<file path="src/rtl/aes_bram_pkg.sv">
// Shared types and sizes for the x26_x49 masked S-box BRAM stage.
package aes_bram_pkg;

  localparam int BRAM_ADDR_W     = 10;
  localparam int BRAM_DATA_W     = 8;
  localparam int BYTES_PER_STATE = 16;

  typedef enum logic [1:0] {
    RUN    = 2'd0,
    FLUSH0 = 2'd1,
    FLUSH1 = 2'd2
  } feed_state_e;

endpackage

</file>
<file path="src/rtl/x26_x49_lat_pipe.sv">
// Valid/last shift register that tracks the BRAM read latency; frozen when adv is low.
module x26_x49_lat_pipe #(
  parameter int DEPTH = 2
) (
  input  logic clk,
  input  logic rst,
  input  logic adv,
  input  logic in_valid,
  input  logic in_last,
  output logic out_valid,
  output logic out_last
);

  logic [DEPTH-1:0] valid_r;
  logic [DEPTH-1:0] last_r;

  // Shift in the handshake flag and its last marker whenever the BRAM pipe advances
  always_ff @(posedge clk or negedge rst) begin
    if (!rst) begin
      valid_r <= '0;
      last_r  <= '0;
    end else if (adv) begin
      valid_r <= {valid_r[DEPTH-2:0], in_valid};
      last_r  <= {last_r[DEPTH-2:0], in_last};
    end else begin
      valid_r <= valid_r;
      last_r  <= last_r;
    end
  end

  assign out_valid = valid_r[DEPTH-1];
  assign out_last  = last_r[DEPTH-1];

endmodule

</file>
<file path="src/rtl/x26_x49_bram_feeder.sv">
// Sequencer feeding two-share masked bytes into the x26_x49 S-box BRAM pair.
// Optional X26_X49_ZERO_FLUSH_EN: two address-0 dummy reads after every state.
module x26_x49_bram_feeder
  import aes_bram_pkg::*;
#(
  parameter int BYTES_PER_STATE = aes_bram_pkg::BYTES_PER_STATE,
  parameter int LAT             = 2
) (
  input  logic                   clk,
  input  logic                   rst,
  input  logic                   in_valid,
  output logic                   in_ready,
  input  logic [BRAM_DATA_W-1:0] in_s0,
  input  logic [BRAM_DATA_W-1:0] in_s1,
  input  logic [3:0]             in_r,
  output logic [BRAM_ADDR_W-1:0] bram_addra,
  output logic [BRAM_ADDR_W-1:0] bram_addrb,
  output logic                   bram_en,
  output logic                   bram_rst,
  input  logic [BRAM_DATA_W-1:0] bram_doa,
  input  logic [BRAM_DATA_W-1:0] bram_dob,
  output logic                   out_valid,
  input  logic                   out_ready,
  output logic [BRAM_DATA_W-1:0] out_s0,
  output logic [BRAM_DATA_W-1:0] out_s1,
  output logic                   out_last
);

  localparam int              CNT_W    = $clog2(BYTES_PER_STATE);
  localparam logic [CNT_W-1:0] CNT_LAST = CNT_W'(BYTES_PER_STATE - 1);

  feed_state_e      state_r;
  feed_state_e      state_nxt_s;
  logic [CNT_W-1:0] byte_cnt_r;
  logic             bram_rst_r;
  logic             adv_s;
  logic             fire_s;
  logic             last_in_s;

  // BRAM reset follows rst and lingers one clock after release
  always_ff @(posedge clk or negedge rst) begin
    if (!rst) begin
      bram_rst_r <= 1'b1;
    end else begin
      bram_rst_r <= 1'b0;
    end
  end

  // BRAM registers, valid pipe and enable all move together or not at all
  assign adv_s    = !(out_valid && !out_ready) && !bram_rst_r;
  assign bram_en  = adv_s;
  assign bram_rst = bram_rst_r;

  // Next state, handshake and address gating; share data only reaches the BRAM on a fire
  always_comb begin
    state_nxt_s = state_r;
    in_ready    = 1'b0;
    fire_s      = 1'b0;
    bram_addra  = {BRAM_ADDR_W{1'b0}};
    bram_addrb  = {BRAM_ADDR_W{1'b0}};
    case (state_r)
      RUN: begin
        in_ready = adv_s;
        fire_s   = in_valid && adv_s;
        if (fire_s) begin
          bram_addra = {in_r[1:0], in_s0};
          bram_addrb = {in_r[3:2], in_s1};
`ifdef X26_X49_ZERO_FLUSH_EN
          if (byte_cnt_r == CNT_LAST) begin
            state_nxt_s = FLUSH0;
          end else begin
            state_nxt_s = RUN;
          end
`endif
        end else begin
          bram_addra = {BRAM_ADDR_W{1'b0}};
          bram_addrb = {BRAM_ADDR_W{1'b0}};
        end
      end
`ifdef X26_X49_ZERO_FLUSH_EN
      FLUSH0: begin
        if (adv_s) begin
          state_nxt_s = FLUSH1;
        end else begin
          state_nxt_s = FLUSH0;
        end
      end
      FLUSH1: begin
        if (adv_s) begin
          state_nxt_s = RUN;
        end else begin
          state_nxt_s = FLUSH1;
        end
      end
`endif
      default: state_nxt_s = RUN;
    endcase
  end

  // State register
  always_ff @(posedge clk or negedge rst) begin
    if (!rst) begin
      state_r <= RUN;
    end else begin
      state_r <= state_nxt_s;
    end
  end

  // Position of the next accepted byte within its AES state
  always_ff @(posedge clk or negedge rst) begin
    if (!rst) begin
      byte_cnt_r <= '0;
    end else if (fire_s) begin
      byte_cnt_r <= byte_cnt_r + CNT_W'(1);
    end else begin
      byte_cnt_r <= byte_cnt_r;
    end
  end

  assign last_in_s = fire_s && (byte_cnt_r == CNT_LAST);

  x26_x49_lat_pipe #(
    .DEPTH (LAT)
  ) u_lat_pipe (
    .clk       (clk),
    .rst       (rst),
    .adv       (adv_s),
    .in_valid  (fire_s),
    .in_last   (last_in_s),
    .out_valid (out_valid),
    .out_last  (out_last)
  );

  assign out_s0 = bram_doa;
  assign out_s1 = bram_dob;

endmodule

</file>
<file path="config.mk">
export PLATFORM = sky130hd
export DESIGN_NAME = x26_x49_bram_feeder
export DESIGN_NICKNAME = d
export VERILOG_FILES = /design/src/rtl/aes_bram_pkg.sv /design/src/rtl/x26_x49_lat_pipe.sv /design/src/rtl/x26_x49_bram_feeder.sv
export SDC_FILE = /design/constraint.sdc
export NUM_CORES = 1
export LEC_CHECK = 0
export BUFFER_PORTS_ARGS = -buffer_cell sky130_fd_sc_hd__buf_2
export CORE_ASPECT_RATIO = 0.75
export CORE_MARGIN = 2
export CORE_UTILIZATION = 32
export CTS_CLUSTER_DIAMETER = 120
export DETAILED_ROUTE_END_ITERATION = 6
export HOLD_SLACK_MARGIN = 0.08
export PLACE_DENSITY_LB_ADDON = 0.3
export SYNTH_ARGS = -nofsm -noshare
export SYNTH_HDL_FRONTEND = slang
export SYNTH_SLANG_ARGS = --single-unit
</file>
<file path="constraint.sdc">
create_clock -name clk -period 1.49 [get_ports clk]
set_input_delay 0.149 -clock clk [delete_from_list [all_inputs] [get_ports clk]]
set_output_delay 0.149 -clock clk [all_outputs]
set_load 0.05 [all_outputs]
</file>
==> impl_results.md <==
* Status: finished, violations left
* Mean Syn Cell Area at 9.767 µm²
* Tcrit/Tclk final at 1.032
* PD cells at 1070 mW/mm²
* Largest net degree at the start of global routing at 21
* Row cnt at 14
* Num Clock Sinks at 9
* RSZ-0062 raised after global routing: true
* N_diodes at 0
* CP Data Arrival Time at 1.39 ns
* Overall routed net length at 1.786 mm
* HP Class: in2async
* Number of distinct library cells after synthesis at 22
* WS Path Type: reg2out
* Post-Syn Nets at between 100 and 150
* CP Cell Sequence: nand2b_4, nor2_4, and2_2, buf_8
* Drt pass-1 iters at 4
* Worst VDD drop at approximately 0.0011 V
* Register area share after synthesis at 0.3461
* H-tree depth at 1
* Nets at ~150
* WP data required at approximately 1.3 ns
* First-pass GRT wire length at 2.484 mm
* Fin. Hold Viols at 0
* Synth Cell Area at 654.4 µm²
* DR WL/cell at 13.63 µm
* Startpoint types: flip-flop
* Worst-Skew Late Latency at 0.26 ns
* Num ports at 81
* PnR Total Power at 0.001206 W
* Top post-synthesis cells by area: dfrtp_1 (31%), buf_4 (20%), and2_1 (19%), mux2_4 (4.6%), dfstp_2 (4.0%)
* Initial core utilization at 0.3335
* Vias/cell at 4.443
* Complex-gate fraction of the synthesized area at 0.02677
* Root Driver: clkbuf_4
* Initial antenna violation count at 0
* Ys flop type: dfrtp_1
* Remaining DRCs at 0
* Post-Synth Adder-Cell Area at 0.01912
* Fmax at 650.2 MHz
* Final WS setup at -0.04803 ns
* MaxCap Viol Count at 0
* Gate Count Post-Synth at 67
* WHS at 0.2589 ns
* Die width at 56.22 µm
* Slowest CP cell: dfstp_2
* Post-synthesis xor/xnor area fraction at 0.04015
* Clk_skew at between 0.002 and 0.0025 ns
* I/O Buffers at 48
* Setup-failing EPs final at 22
* Synth Area in Simple Gates at 0.2677
* CTS tree: done
* Layout cells sized above 1 at 0.8037
* Vias in the first global route at 544
* Post-synth EDFFs at 0
* Clock-pin slew on the worst setup and hold paths at 0.06 ns
* Via Count at 582
* Critical Path End Type: primary output
* Mux cell area share after synthesis at 0.06310
* FF+latch count, synth at 9
* Critical Path Source: bram_rst$_DFF_PN1_
* Area leader, netlist: dfrtp_1
* Core box area at 0.001962 mm²
* Yosys warnings at 0
* Area of the die at 0.002426 mm²
* Leak pwr at 0.5795 nW
* Maximum fanout along the worst path at 11
* Final ANT Viol Nets at 0
* Cts bufs inserted at 3
* Global route overflow at 0
* Minimum clock period at roughly 1.5 ns
* Total GRT Usage at 0.1375
* Failing checks: negative setup slack
* Main combinational cell family by area after synthesis: simple AND/OR/NAND/NOR gates
* DIE HEIGHT at approximately 43 µm
* FFs w/ async S/R, synth at 1.000
* Worst reg2reg path startpoint: u_lat_pipe.valid_r[1]$_DFFE_PN0P_
* Gpl congestion at 0.6932
* DR iter-0 viols at 9
* Synth top area share at 0.3059
* Final Max Slew Viols at 0
* Max stage delay on crit path at 0.53 ns
* Area Growth Syn to Fin at 72.28%
* CTS Buffer Depth at 2
critical path: cells and delay by family, from the launching register on:
kind	cells	cell delay, ns
buffers and inverters	1	0.15
DFF	1	0.53
and+or+nand+nor	3	0.45
placed cells by master, fill, tap and decap left out, types with 3 or more instances in the layout:
| cell type | n |
|---|---|
| and2_4 | 14 |
| buf_6 | 6 |
| buf_8 | 16 |
| xor2_1 | 3 |
| buf_4 | 6 |
| and2_2 | 4 |
| buf_2 | 26 |
| dfrtp_1 | 7 |
| clkbuf_4 | 3 |
Yosys cell counts, types with 2 or more instances:
master / number
dfrtp_1: 8
and2_1: 20
buf_4: 17
xor2_1: 3
mux2_4: 2
flip-flops by register name, summed over array words and instances (netlist names):
register and count:
u_lat_pipe.valid_r 2, u_lat_pipe.last_r 2, bram_rst 1, byte_cnt_r 4
power by group:
part	total [W]	internal (W)	leakage [nW]	switching, W
clock network	0.000185	0.000103	0.0150	0.0000821
logic	0.000629	0.000289	0.456	0.000340
registers	0.000392	0.000330	0.109	0.0000625
total	0.00121	0.000722	0.579	0.000484
cell families after synthesis:
| logic type | after synthesis |
|---|---|
| compound gates | 2 |
| xor+xnor | 3 |
| fa+ha+maj | 1 |
| buf+inv | 21 |
| flops | 9 |
| mux | 3 |
| other cells | 1 |
| simple gates | 27 |
cell type report:
cell class	instances	area (µm²)
fillers	173	834.6
repair buffers	55	493.0
multi-input cells	38	342.8
flip-flops and latches	9	227.7
well taps	24	30.03
clock buffers	4	26.28
inverters	1	7.507
metal layers:
metal	track usage	wire length (µm)
met5	0	0
met4	0.04762	8
met3	0.06402	103
met2	0.2447	1055
met1	0.1434	619
stage by stage:
stage                     area, µm²  setup TNS, ns  cells  utilization  worst slack [ns]
after floorplan               703.2        -0.2705     67            -           -0.1143
final                          1127        -0.5259    131       0.5746          -0.04803
after CTS                      1060         -1.639    128       0.5402           -0.1147
after global routing           1127         -2.572    131       0.5746           -0.1359
after detailed placement      855.8              0    122       0.4362           0.07740
after global placement        855.8              0    122       0.4362            0.1023
worst paths after layout:
kind	slack [ns]	end	cells past startpoint
setup / recovery	-0.05	bram_addra[4]	4
hold / removal	0.26	byte_cnt_r[1]$_DFFE_PN0P_	2
setup reg to reg	0.11	u_lat_pipe.last_r[1]$_DFFE_PN0P_	4
hold reg to reg	0.47	byte_cnt_r[3]$_DFFE_PN0P_	1
max in group asynchronous	0.99	bram_rst$_DFF_PN1_	2
min in group clk	0.30	out_s0[0]	0
what timing repair did:
action / in CTS / in global routing
endpoints found under the setup margin: 22 / 22
gates cloned: 0 / 1
hold buffers: 1 / 0
pin swaps: 0 / 1
hold endpoints to repair: 9 / 0
setup buffers: 1 / 3
gates resized for setup: 49 / 16
Power figures use the tool's default switching activity.
